--- src/rtl/serial_adder_if.sv ---
// Serial adder bus: start/operands in, result/status out.
// Master drives operands, slave is the adder.
interface serial_adder_if #(
  parameter int WIDTH = 8
);
  logic             start;
  logic [WIDTH-1:0] a;
  logic [WIDTH-1:0] b;
  logic             cin;
  logic [WIDTH-1:0] sum;
  logic             cout;
  logic             busy;
  logic             done;

  modport master (
    output start, a, b, cin,
    input  sum, cout, busy, done
  );

  modport slave (
    input  start, a, b, cin,
    output sum, cout, busy, done
  );
endinterface

--- src/rtl/serial_adder.sv ---
// Bit-serial adder: one full-adder cell, LSB first,
// WIDTH run cycles, registered sum/cout/busy/done.
module serial_adder #(
  parameter int WIDTH = 8
) (
  input logic           clk,
  input logic           rst_n,
  serial_adder_if.slave bus
);
  localparam int CW = $clog2(WIDTH);

  typedef enum logic [1:0] {
    IDLE,
    RUN,
    DONE
  } state_t;

  state_t           state_q;
  logic [WIDTH-1:0] a_q;
  logic [WIDTH-1:0] b_q;
  logic [WIDTH-1:0] res_q;
  logic [WIDTH-1:0] sum_q;
  logic [CW-1:0]    cnt_q;
  logic             carry_q;
  logic             cout_q;
  logic             busy_q;
  logic             done_q;

  logic             s_bit;
  logic             c_d;
  logic [WIDTH-1:0] res_d;

  // Single full-adder cell on the operand LSBs.
  assign s_bit = a_q[0] ^ b_q[0] ^ carry_q;
  assign c_d   = (a_q[0] & b_q[0]) |
                 (a_q[0] & carry_q) |
                 (b_q[0] & carry_q);
  assign res_d = {s_bit, res_q[WIDTH-1:1]};

  assign bus.sum  = sum_q;
  assign bus.cout = cout_q;
  assign bus.busy = busy_q;
  assign bus.done = done_q;

  // Control FSM plus the serial datapath it sequences.
  always_ff @(posedge clk or negedge rst_n) begin
    if (!rst_n) begin
      state_q <= IDLE;
      a_q     <= '0;
      b_q     <= '0;
      res_q   <= '0;
      sum_q   <= '0;
      cnt_q   <= '0;
      carry_q <= 1'b0;
      cout_q  <= 1'b0;
      busy_q  <= 1'b0;
      done_q  <= 1'b0;
    end else begin
      case (state_q)
        IDLE: begin
          if (bus.start) begin
            a_q     <= bus.a;
            b_q     <= bus.b;
            carry_q <= bus.cin;
            cnt_q   <= '0;
            res_q   <= '0;
            busy_q  <= 1'b1;
            state_q <= RUN;
          end
        end
        RUN: begin
          res_q   <= res_d;
          a_q     <= a_q >> 1;
          b_q     <= b_q >> 1;
          carry_q <= c_d;
          cnt_q   <= cnt_q + CW'(1);
          if (cnt_q == CW'(WIDTH - 1)) begin
            sum_q   <= res_d;
            cout_q  <= c_d;
            done_q  <= 1'b1;
            state_q <= DONE;
          end
        end
        DONE: begin
          done_q  <= 1'b0;
          busy_q  <= 1'b0;
          state_q <= IDLE;
        end
        default: begin
          done_q  <= 1'b0;
          busy_q  <= 1'b0;
          state_q <= IDLE;
        end
      endcase
    end
  end
endmodule
--- src/flat_wrapper.sv ---
// flat-port wrapper written by rule: the top's interface ports become plain ports
module serial_adder_flat 
#(
  parameter int WIDTH = 8
)
  (clk, rst_n, bus_start, bus_a, bus_b, bus_cin, bus_sum, bus_cout, bus_busy, bus_done);
  serial_adder_if #(.WIDTH(WIDTH)) bus_i ();
  input logic clk;
  input logic rst_n;
  input wire logic [$bits(bus_i.start)-1:0] bus_start;
  input wire logic [$bits(bus_i.a)-1:0] bus_a;
  input wire logic [$bits(bus_i.b)-1:0] bus_b;
  input wire logic [$bits(bus_i.cin)-1:0] bus_cin;
  output wire logic [$bits(bus_i.sum)-1:0] bus_sum;
  output wire logic [$bits(bus_i.cout)-1:0] bus_cout;
  output wire logic [$bits(bus_i.busy)-1:0] bus_busy;
  output wire logic [$bits(bus_i.done)-1:0] bus_done;
  assign bus_i.start = bus_start;
  assign bus_i.a = bus_a;
  assign bus_i.b = bus_b;
  assign bus_i.cin = bus_cin;
  assign bus_sum = bus_i.sum;
  assign bus_cout = bus_i.cout;
  assign bus_busy = bus_i.busy;
  assign bus_done = bus_i.done;
  serial_adder #(.WIDTH(WIDTH)) u_core (.clk(clk), .rst_n(rst_n), .bus(bus_i));
endmodule
--- config.mk ---
export PLATFORM = sky130hd
export DESIGN_NAME = serial_adder_flat
export DESIGN_NICKNAME = d
export VERILOG_FILES = /design/src/rtl/serial_adder_if.sv /design/src/rtl/serial_adder.sv /design/src/flat_wrapper.sv
export SDC_FILE = /design/constraint.sdc
export NUM_CORES = 1
export LEC_CHECK = 0
export CORE_AREA = 2 2 80 82
export CTS_BUF_LIST = sky130_fd_sc_hd__clkbuf_8 sky130_fd_sc_hd__clkbuf_16
export DETAILED_ROUTE_END_ITERATION = 8
export DIE_AREA = 0 0 82 84
export PLACE_DENSITY = 0.54
export RECOVER_POWER = 100
export SLEW_MARGIN = 0
export SYNTH_ARGS = -nofsm -noshare
export SYNTH_HDL_FRONTEND = slang
export SYNTH_SLANG_ARGS = --single-unit
--- constraint.sdc ---
create_clock -name clk -period 2.19 [get_ports clk]
set_input_delay 0.219 -clock clk [delete_from_list [all_inputs] [get_ports clk]]
set_output_delay 0.219 -clock clk [all_outputs]
set_load 0.01 [all_outputs]
==> flow_summary.yaml <==
sta:
  min_period_ns: 1.75
  setup_tns_ns: 0
  worst_pin_slew_ns: 1.01
  setup_viol: 0
  rsz0062_at_grt: "false"
  finalHoldViolCount: 0
  max_freq_mhz: 572
  timing.final.crit_share_pct: 79.9
  final_max_slew_viol_count: 0
  finalClockSkew_ns: 0.00539
  hold_slack_ns: 0.0868
  max_slew_margin_pct: 32.7
layout:
  area_growth_pct: 25.8
  insertedDiodeCount: 0
  drive_above_1_share_pct: 12.9
  fin_nets: 192
  fillerInstances: 604
  finalNonFillerCells: 247
power_and_ir_drop:
  leakage_nw: 0.962
  switchingPower_mw: 0.974
  seqPwrFrac_pct: 42.3
  pwr-share-clk_pct: 21.5
  power_frac_comb_pct: 36.3
  p_per_area_nw_per_um2: 1390
  p_int_mw: 2.09
  vdd_ir_drop_max_mv: 0.625
  switching_share_pct: 31.7
global_routing:
  antenna_found_initial: 0
  grt.overflow.total: 0
  grt_max_degree: 41
  grt_usage_pct: 11.4
  grt_pass1_vias: 1239
  grt_pass1_wl_um: 6030
clock_tree:
  cts_tree: "built"
  cts.sinks: 40
  cts.repair.resized: 0
  cts_hold_buf: 0
  htree_num_levels: 2
  cts_inserted_buffers: 5
  clockRootBuffer: "clkbuf_8"
  clockBufferDepth: 2
  path_clk_slew_ns: 0.08
  clk_latency_ns: 0.29
  post_cts_buffers: 0
yosys:
  ys_ff_latch: 40
  yosysUniqueCellTypes: 31
  yosysTopAreaCellShare_pct: 56.9
  yosysWarnings: 0
  synth_cells: 137
  synthTopCellsByCount: "40 x dfrtp_1, 12 x o22a_1, 9 x a22o_1, 9 x nand2_1, 8 x mux2_2"
  synth.most_common_cell: "dfrtp_1"
  syn-num-nets: 160
  synth_seq_area_share_pct: 56.9
  synth_edf_count: 0
  synth.top_cells.by_area: "dfrtp_1 57%, o22a_1 6.0%, mux2_2 5.1%, a22o_1 4.5%, a221o_1 2.3%"
  syn_area_per_cell_um2: 12.8
  ys_dominant_reg_cell: "dfrtp_1"
  yosys.area.top_type: "dfrtp_1"
  netlist_area_um2: 1760
  async_reset_ff_share_pct: 100
route:
  wirelength_um: 3570
  drt-vias-per-instance: 4.97
  via_count: 1228
  wl_per_cell_um: 14.4
  drc: 0
  postRouteAntennaNets: 0
  drt_iter0_markers: 42
  drtPass1Iterations: 4
setup_path:
  arrival_ns: 1.93
  timing.rr.start: "u_core.state_q[1]"
  reg2reg_to: "u_core.cnt_q[1]"
  worstPathCellList: "dlygate4sd3_1, nor2_1, nor2_1, o221a_1"
  required_ns: 2.37
  start_kind: "primary input"
  crit_path_max_incr_delay_ns: 0.65
  cp_top_family: "simple AND/OR/NAND/NOR gates"
  cp-end-kind: "register"
  worstSetupStartpoint: "bus_start"
  worstPathMaxFanout: 9
  r2r_setup_slack_ns: 0.48
  critPathBufInv: 1
  critPathKind: "primary input to register"
  cp_common_cell: "nor2_1"
  reg2reg_depth: 4
  critPathSlowestCell: "dlygate4sd3_1"
place:
  io_buffers: 30
  placedCellCount: 239
  gp_congestion: 0.730
  hpwlAfterDp_um: 2510
min_path:
  hold_path_class: "primary input to async pin"
floorplan:
  rows: 29
  ios: 31
  die_y_um: 84
  die_area_um2: 6890
  start_util_pct: 28.9
  core-area_um2: 6100
  die_w_um: 82
status:
  status: "completed"
job:
  cap_viol_max_count: 0
## layout make-up
cell class | instances | area, um^2 | share of cell area, %
tap | 77 | 96.3 | 4.35
clock inverter | 1 | 30.0 | 1.36
multi-input combinational | 87 | 672 | 30.3
inverter | 2 | 7.51 | 0.339
timing repair buffer | 33 | 312 | 14.1
sequential | 40 | 1000 | 45.2
clock buffer | 7 | 96.3 | 4.35
## layer usage
metal	track usage (%)	routed length, um
met4	4.09	53
met1	16.0	1660
met3	2.92	155
met2	16.8	1700
met5	0	0
## how the worst max path moves through the flow
| stage | cells after the start | slack (ns) | endpoint |
|---|---|---|---|
| detailed placement | 4 | 0.51 | u_core.a_q[1] |
| global route | 4 | 0.33 | u_core.a_q[5] |
| CTS | 3 | 0.53 | u_core.bus.sum[2] |
| floorplan | 4 | 0.83 | u_core.bus.cout |
| global placement | 4 | 0.52 | u_core.a_q[1] |
| finish | 4 | 0.44 | u_core.a_q[5] |
## through the flow
step	instance area, um^2	setup WS, ns	util [%]	power (mW)
after CTS	2230	0.532	36.7	3.18
final	2210	0.441	36.3	3.07
after global placement	2110	0.525	34.6	2.44
after global routing	2210	0.326	36.3	3.29
after detailed placement	2110	0.507	34.6	2.51
after floorplan	1760	0.832	-	2.09
## power by group through the flow
stage	logic, mW	clock network [mW]	registers [mW]
final	1.11	0.658	1.30
after global routing	1.24	0.709	1.34
after CTS	1.20	0.676	1.30
after detailed placement	1.19	0	1.32
after global placement	1.15	0	1.30
after floorplan	0.794	0	1.30
## cells by family (layout without fill, tap and decap cells)
family                   count (synthesis)  after routing  synth area share [%]
AND/OR/NAND/NOR                         34             34                  11.6
multiplexers                             9              9                  5.97
AO/OA/AOI/OAI                           41             41                  18.8
buffers and inverters                   10             43                  4.19
flip-flops                              40             40                  56.9
adder cells (fa/ha/maj)                  3              3                  2.56
## layout by cell type, fill, tap and decap left out, types with 5 or more instances in the layout
cell type / instances
o21ai_0: 7
clkdlybuf4s50_1: 17
mux2_2: 8
nand2b_1: 6
nand2_1: 9
o22a_1: 12
nor2_1: 6
clkbuf_8: 7
a22o_1: 9
nand3b_1: 5
dfrtp_1: 40
dlygate4sd3_1: 12
## state kept, by name, indices dropped and copies added, names as in the netlist
name,flops
u_core.a_q,8
u_core.res_q,7
u_core.state_q,2
u_core.bus.sum,8
u_core.carry_q,1
u_core.b_q,8
u_core.cnt_q,3
u_core.bus.done,1
u_core.bus.cout,1
u_core.bus.busy,1
Note: power is estimated with default switching activity, not from simulation.
